**src/rtl/converge_counter_mc.sv**
```systemverilog
// Multi-channel converging counter pair: i climbs, j descends, each channel halts in DONE or OVF.
// Optional per-channel saturating step counter enabled by defining CONV_STEP_CNT_EN.
module converge_counter_mc #(
   parameter int CH     = 2,
   parameter int WIDTH  = 15,
   parameter int I_INIT = 1,
   parameter int J_INIT = 1000,
   parameter int I_STEP = 2,
   parameter int J_STEP = 1
) (
   input  logic                  clk,
   input  logic                  rst,
   input  logic [CH-1:0]         sel,
   input  logic [CH-1:0]         load,
   input  logic [CH*WIDTH-1:0]   load_i,
   input  logic [CH*WIDTH-1:0]   load_j,
   output logic [CH*WIDTH-1:0]   i_out,
   output logic [CH*WIDTH-1:0]   j_out,
   output logic [CH-1:0]         done,
   output logic [CH-1:0]         ovf,
   output logic [CH*WIDTH-1:0]   steps
);

   typedef enum logic [1:0] {RUN, DONE, OVF} state_t;

   localparam logic [WIDTH:0]   MAX_W    = {1'b0, {WIDTH{1'b1}}};
   localparam logic [WIDTH:0]   I_STEP_W = (WIDTH+1)'(I_STEP);
   localparam logic [WIDTH:0]   J_STEP_W = (WIDTH+1)'(J_STEP);
   localparam logic [WIDTH-1:0] I_RST    = WIDTH'(I_INIT);
   localparam logic [WIDTH-1:0] J_RST    = WIDTH'(J_INIT);

   for (genvar c = 0; c < CH; c++) begin : g_ch
      state_t           state;
      logic [WIDTH-1:0] i_q;
      logic [WIDTH-1:0] j_q;
      logic             done_q;
      logic             ovf_q;
      logic [WIDTH:0]   i_sum;
      logic [WIDTH-1:0] i_nxt;
      logic [WIDTH-1:0] j_nxt;
      logic             crossed;
      logic             wraps;
      logic             take_step;

      // Overflow is judged one bit wider so the wrap is seen before it happens.
      always_comb begin
         i_sum     = {1'b0, i_q} + I_STEP_W;
         i_nxt     = i_sum[WIDTH-1:0];
         j_nxt     = j_q - J_STEP_W[WIDTH-1:0];
         crossed   = (j_q < i_q);
         wraps     = (i_sum > MAX_W) || ({1'b0, j_q} < J_STEP_W);
         take_step = (state == RUN) && !load[c] && sel[c] && !crossed && !wraps;
      end

      always_ff @(posedge clk) begin
         if (rst) begin
            state  <= RUN;
            i_q    <= I_RST;
            j_q    <= J_RST;
            done_q <= 1'b0;
            ovf_q  <= 1'b0;
         end else if (load[c]) begin
            state  <= RUN;
            i_q    <= load_i[c*WIDTH +: WIDTH];
            j_q    <= load_j[c*WIDTH +: WIDTH];
            done_q <= 1'b0;
            ovf_q  <= 1'b0;
         end else if (state == RUN) begin
            if (crossed) begin
               state  <= DONE;
               done_q <= 1'b1;
            end else if (sel[c]) begin
               if (wraps) begin
                  state <= OVF;
                  ovf_q <= 1'b1;
               end else begin
                  i_q <= i_nxt;
                  j_q <= j_nxt;
                  // A step that crosses the counters lands in DONE on the same edge.
                  if (j_nxt < i_nxt) begin
                     state  <= DONE;
                     done_q <= 1'b1;
                  end
               end
            end
         end
      end

`ifdef CONV_STEP_CNT_EN
      logic [WIDTH-1:0] steps_q;

      always_ff @(posedge clk) begin
         if (rst || load[c]) begin
            steps_q <= '0;
         end else if (take_step && (steps_q != {WIDTH{1'b1}})) begin
            steps_q <= steps_q + 1'b1;
         end
      end

      assign steps[c*WIDTH +: WIDTH] = steps_q;
`else
      assign steps[c*WIDTH +: WIDTH] = '0;
`endif

      assign i_out[c*WIDTH +: WIDTH] = i_q;
      assign j_out[c*WIDTH +: WIDTH] = j_q;
      assign done[c]                 = done_q;
      assign ovf[c]                  = ovf_q;
   end

endmodule

```
**config.mk**
```make
export PLATFORM = sky130hd
export DESIGN_NAME = converge_counter_mc
export DESIGN_NICKNAME = d
export VERILOG_FILES = /design/src/rtl/converge_counter_mc.sv
export SDC_FILE = /design/constraint.sdc
export NUM_CORES = 1
export LEC_CHECK = 0
export ABC_AREA = 1
export BUFFER_PORTS_ARGS = -buffer_cell sky130_fd_sc_hd__buf_2
export CAP_MARGIN = 20
export CORE_MARGIN = 2
export CORE_UTILIZATION = 50
export CTS_BUF_LIST = sky130_fd_sc_hd__clkbuf_4 sky130_fd_sc_hd__clkbuf_8
export CTS_CLUSTER_DIAMETER = 80
export CTS_CLUSTER_SIZE = 8
export DETAILED_ROUTE_END_ITERATION = 6
export PLACE_DENSITY = 0.81
export SETUP_SLACK_MARGIN = 0.5
export SLEW_MARGIN = 20
export SYNTH_ARGS = -nofsm -noshare
export SYNTH_HDL_FRONTEND = slang
export SYNTH_SLANG_ARGS = --single-unit
```
**constraint.sdc**
```tcl
create_clock -name clk -period 2.6 [get_ports clk]
set_input_delay 0.52 -clock clk [delete_from_list [all_inputs] [get_ports clk]]
set_output_delay 0.52 -clock clk [all_outputs]
set_load 0.05 [all_outputs]
```
=== After elaboration in Yosys (flattened, before gate mapping) ===
Index checks and enable logic that the tools add are counted.

* $add $sub $neg: 4
* $mul: 0
* Div/mod/pow operators: 0
* Magnitude comparators: 8
* Equal/unequal tests: 6
* Shift operators: 0
* Muxes and demuxes: 36
* Bitwise gates (word level): 2
* Reductions and logical operators: 24

{| class="wikitable"
|+ Operators with widths
! cell !! count
|-
| 15-bit 2-to-1 mux || 20
|-
| 15-bit less-than comparator || 4
|-
| 15-bit by 2-bit adder with 16-bit output (second input constant) || 2
|-
| 16-bit by 15-bit > comparator with 1-bit output (second input constant) || 2
|-
| 15-bit by 1-bit less-than comparator with 1-bit output (second input constant) || 2
|-
| 15-bit by 1-bit subtractor with 15-bit output (second input constant) || 2
|-
| 4-bit AND reduction || 6
|-
| 2-bit 2-to-1 mux || 8
|-
| 2-bit nonzero test || 8
|-
| 2-bit inequality test (second input constant) || 6
|-
| 1-bit 2-to-1 mux || 8
|-
| 3-bit AND reduction || 2
|-
| 3-bit nonzero test || 2
|-
| 2-bit logical NOT || 2
|-
| 2-bit OR reduction || 2
|-
| 1-bit logical OR || 2
|-
| 1-bit inverter || 2
|}

* Register bits: 68
* Latch bits: 0
* Bits in writable memories: 0
* Bits in read-only memories: 0
* Input port bits: 66
* Output and inout port bits: 94
* Logic and storage cells: 90
* Memories kept: 0

=== Logic depth before layout (Yosys ltp) ===
* Depth in word-level cells: 8
* Mapped depth: 21
* Mapped depth without buffers: 21

=== Worst setup path after synthesis ===
No wires, ideal clock.

* Path kind: flip-flop to flip-flop
* From: reg g_ch[0].i_q[1]
* To: reg g_ch[0].done_q
* Setup time: 0.109 ns
* Arrival time: 2.489 ns
* Required time: 2.491 ns
* Setup slack: 0.002 ns
* Stages on the path, launching flop included: 21
* Buffers on the path: 0
* Clock period less this slack: 2.598 ns
* Path through: dfxtp_1 ha_1 nand2_1 nor2_1 inv_1 nor2_1 nand3_1 nand2_1 inv_1 ha_1 nand2_1 nor2_1 inv_1 a21oi_1 nor2_1 nand2_1 nand2_1 nand2_1 nand3_1 nand2_1 inv_1

* Cells in the longest elaborated chain, start to end: 5
* Elaborated cells between the ends (all ways): 10
* Classes of those cells: 1 x add/sub; 3 x order compare; 1 x eq/ne; 1 x mux; 4 x reduce/logical

{| class="wikitable"
|+ RTL lines
! item !! line !! text
|-
| start, declared || 34 || <nowiki>logic [WIDTH-1:0] i_q;</nowiki>
|-
| start signal, assigned || 64 || <nowiki>i_q <= load_i[c*WIDTH +: WIDTH];</nowiki>
|-
| start signal, assigned || 77 || <nowiki>i_q <= i_nxt;</nowiki>
|-
| 15-bit by 2-bit adder with 16-bit output || 47 || <nowiki>i_sum = {1'b0, i_q} + I_STEP_W;</nowiki>
|-
| 16-bit by 15-bit > comparator with 1-bit output || 51 || <nowiki>wraps = (i_sum > MAX_W) || ({1'b0, j_q} < J_STEP_W);</nowiki>
|-
| 1-bit logical OR || 51 ||
|-
| 2-bit inequality test (no line) || n/a ||
|-
| 4-bit AND reduction (no line) || n/a ||
|-
| end signal, assigned || 60 || <nowiki>done_q <= 1'b0;</nowiki>
|-
| end signal, assigned || 66 || <nowiki>done_q <= 1'b0;</nowiki>
|-
| end signal, assigned || 71 || <nowiki>done_q <= 1'b1;</nowiki>
|-
| end, declared || 36 || <nowiki>logic done_q;</nowiki>
|}

Parallel ways exist; a longest one is shown, timed or not.
A chain may end at the register's enable or synchronous reset.

=== Worst setup path after layout ===
* From: reg g_ch[0].i_q[1]
* To: reg g_ch[0].state[0]

* Cells in the longest elaborated chain, start to end: 6
* Elaborated cells between the ends (all ways): 11
* Classes of those cells: 1 x add/sub; 3 x order compare; 3 x mux; 4 x reduce/logical

{| class="wikitable"
|+ RTL lines
! item !! line !! text
|-
| 15-bit by 2-bit adder with 16-bit output || 47 ||
|-
| 16-bit by 15-bit > comparator with 1-bit output || 51 ||
|-
| 1-bit logical OR || 51 ||
|-
| 2-bit 2-to-1 mux || 73 || <nowiki>if (wraps) begin</nowiki>
|-
| 2-bit 2-to-1 mux || 72 || <nowiki>end else if (sel[c]) begin</nowiki>
|-
| 2-bit 2-to-1 mux || 69 || <nowiki>if (crossed) begin</nowiki>
|-
| end signal, assigned || 57 || <nowiki>state <= RUN;</nowiki>
|-
| end signal, assigned || 70 || <nowiki>state <= DONE;</nowiki>
|-
| end signal, assigned || 74 || <nowiki>state <= OVF;</nowiki>
|-
| end, declared || 33 || <nowiki>state_t state;</nowiki>
|}

Parallel ways exist; a longest one is shown, timed or not. The select of a mux whose other input is x is not followed.

==> summary.md <==
| Metric | Value |
|---|---|
| Outcome | `finished, final reports clean` |
| GRT Util Overall | `0.285` |
| Wire per inst | `about 16 µm` |
| GPL Wtd Cong | `approximately 0.94` |
| Final nets | `approximately 1,300` |
| Met2 global-route usage | `0.497` |
| Vias | `7,268` |
| Overflow after GRT | `0` |
| Syn. warnings | `0` |
| VDD IR-drop max | `between 300 and 400 µV` |
| Layout cells sized above 1 | `0.351` |
| Largest family of logic cells by synthesized area | `simple AND/OR/NAND/NOR gates` |
| Met3 usage | `0.0627` |
| WL final | `20.8 mm` |
| Clk sinks | `68` |
| Highest Clock Rate | `about 420 MHz` |
| Compound-gate portion of the synthesized area | `0.112` |
| Synthesized area | `just over 6000 µm²` |
| Placeable core region | `12,000 µm²` |
| CP required | `~2.9 ns` |
| Worst EP arrival | `about 2.7 ns` |
| Startpoint types | `flop` |
| Placed cell area | `6910 µm²` |
| Rows | `40` |
| Die span in y | `115 µm` |
| Htree depth | `3` |
| Routing usage on met1 | `0.336` |
| Worst-Margin Slew | `~1.0 ns` |
| Crit Path Category | `flop to flop` |
| Min Tclk post-route | `2.39 ns` |
| Xor and xnor area share after synthesis | `0.0413` |
| Final Hold Vio Count | `0` |
| Post-DP HPWL | `13.1 mm` |
| Post-layout instance area | `~8400 µm²` |
| Initial Util | `0.512` |
| Final Hold Slack | `0.344 ns` |
| Crit path max fanout | `5` |
| Die ar. | `approximately 13,000 µm²` |
| Mux cell area share after synthesis | `0.00163` |
| Layout area overhead | `36.0%` |
| Ant diodes | `0` |
| Total chip power | `between 4 and 5 mW` |
| Count of cell types in the netlist | `35` |
| Post-DRT Antenna Nets | `0` |
| Final Skew | `between 0.01 and 0.015 ns` |
| Pre-antenna DRT Iters | `6` |
| Max-cap violations | `0` |
| Io pins | `between 150 and 200` |
| Vias in the first global route | `about 6,400` |
| Number of setup violations in the final report | `0` |
| Number of synthesized register bits | `68` |
| CP endpoint kind | `flop` |
| Hold_buf cts | `0` |
| Initial drt markers | `about 540` |
| Setup TNS | `0 ns` |
| Via density per instance | `~5.5` |
| Max_slew headroom | `0.312` |
| Synth Area in Adders | `0.122` |
| Die Wd | `115 µm` |
| TritonCTS clock tree | `built` |
| Clock root buffer | `clkbuf_8` |
| Pwr/cell area | `549 nW/µm²` |
| Initial antenna violation count | `0` |
| Final setup margin | `between 0.2 and 0.25 ns` |
| Worst Hold Class | `input pin to flop` |
| Syn Inst Count | `roughly 1,000` |
| Clk slew on worst S/H paths | `0.08 ns` |
| Period utilization | `0.917` |
| Pre-CTS setup slack | `between 0.2 and 0.3 ns` |
| TritonCTS Buffers | `9` |
| RSZ-0062 raised after global routing | `yes` |
| Drt drc | `0` |
| First-pass GRT wire length | `around 30 mm` |
| IO buf count | `about 130` |
| Leak | `3.98 nW` |
| Largest net degree at the start of global routing | `between 40 and 50` |
| Grt peak-use layer | `met2` |
| Synth Area in Simple Gates | `0.356` |
| Sequential area share after synthesis | `0.222` |
| Syn Area/Cell | `about 6.2 µm²` |
| Clock latency on the worst-skew pair | `0.38 ns` |
| Fin. max-slew vios | `0` |
| CTS max path bufs | `2` |
[layout by cell type, fill, tap and decap left out, types with 6 or more instances in the layout]
cell | netlist | routed
a21oi_1 | 82 | 70
a21oi_2 | 0 | 12
buf_12 | 1 | 6
buf_2 | 2 | 129
buf_4 | 39 | 49
buf_6 | 2 | 19
clkbuf_8 | 0 | 9
conb_1 | 1 | 30
dfxtp_1 | 68 | 14
dfxtp_2 | 0 | 30
dfxtp_4 | 0 | 24
ha_1 | 60 | 48
ha_4 | 0 | 12
inv_1 | 111 | 100
inv_2 | 3 | 9
nand2_1 | 298 | 264
nand2_2 | 4 | 30
nand2_4 | 2 | 8
nand2_8 | 0 | 6
nand3_1 | 108 | 96
nand3_2 | 1 | 12
nand4_1 | 11 | 11
nor2_1 | 65 | 42
nor2_2 | 3 | 12
nor2_4 | 4 | 18
nor3_1 | 9 | 7
o211ai_1 | 6 | 6
o21ai_0 | 40 | 36
xor2_1 | 24 | 20
[per-layer routing]
layer,vias up,wire (µm)
met3,102,1720
met4,0,1170
li1,3485,-
met1,3305,7750
met5,-,0
met2,376,10100
[metrics by stage]
step	instances	util
final	1319	0.696
after global routing	1319	0.696
after CTS	1286	0.628
after detailed placement	1232	0.576
after global placement	1232	0.576
after floorplan	1014	-
[area by class of cell]
class	instances	area, µm²
Fill cell	977	3650
Clock inverter	3	13.8
Multi-Input combinational cell	766	4670
Inverter	116	449
Sequential cell	68	1490
Clock buffer	13	154
Timing Repair Buffer	206	1400
Tap cell	147	184
[power breakdown]
part           switching [mW]  internal [mW]  leakage (nW)
Sequential              0.184           1.16         0.581
Clock                   0.440          0.384        0.0925
Combinational            1.53          0.889          3.30
Total                    2.16           2.43          3.98
[Yosys cell counts, drive strengths merged]
cell type,n,share of area
nand3,110,0.092
clkinv,2,0.0012
o21ai,40,0.033
dfxtp,68,0.22
nand2,304,0.19
nand4,11,0.011
a21oi,82,0.067
xor2,24,0.034
o211ai,6,0.0073
a21o,3,0.0037
nor3,10,0.0090
inv,114,0.070
and2,2,0.0020
buf,48,0.062
nor2,72,0.050
conb,1,0.00061
mux2i,1,0.0016
nand3b,1,0.0012
xnor2,5,0.0071
o21bai,1,0.0012
clkbuf,20,0.012
ha,60,0.12
[path summary, 6_finish.rpt]
kind | from | endpoint | slack, ns | cells after the start
setup / recovery | g_ch[0].i_q[1] | g_ch[0].state[0] | 0.21 | 20
hold / removal | load_i[15] | g_ch[1].i_q[0] | 0.34 | 3
setup reg to reg | g_ch[0].i_q[1] | g_ch[0].state[0] | 0.21 | 20
hold reg to reg | g_ch[0].ovf_q | g_ch[0].ovf_q | 0.45 | 2
[state kept, by name (all words and copies together) (netlist names)]
register     flops
g_ch.done_q      2
g_ch.j_q        30
g_ch.ovf_q       2
g_ch.state       4
g_ch.i_q        30
[cell families after synthesis]
group,after synthesis
AOI/OAI and AO/OA,132
adders and majority gates,60
and+or+nand+nor,510
buffers and inverters,184
DFF,68
other,1
xor gates and xnor gates,29
muxes,1
[critical path: stages, from the launching register on]
cell	delay [ns]
dfxtp_4	0.39
ha_4	0.16
nand2_4	0.07
nor2_4	0.12
inv_2	0.08
nor2_4	0.10
nand3_1	0.13
nand2_1	0.12
inv_1	0.05
ha_1	0.27
nand2_1	0.06
nor2_2	0.12
inv_2	0.04
nor2_1	0.12
nand2_1	0.08
nand2_1	0.08
nand2_1	0.07
nand2_2	0.08
nand3_2	0.07
nand2_1	0.06
inv_1	0.04
[repair_timing]
action | CTS | global route
hold endpoints to repair | 0 | 0
pin swaps | 16 | 59
buffers inserted | 37 | 28
setup endpoints to repair | 56 | 62
gates cloned | 1 | 5
gates resized for setup | 39 | 118
Power figures use the tool's default switching activity.
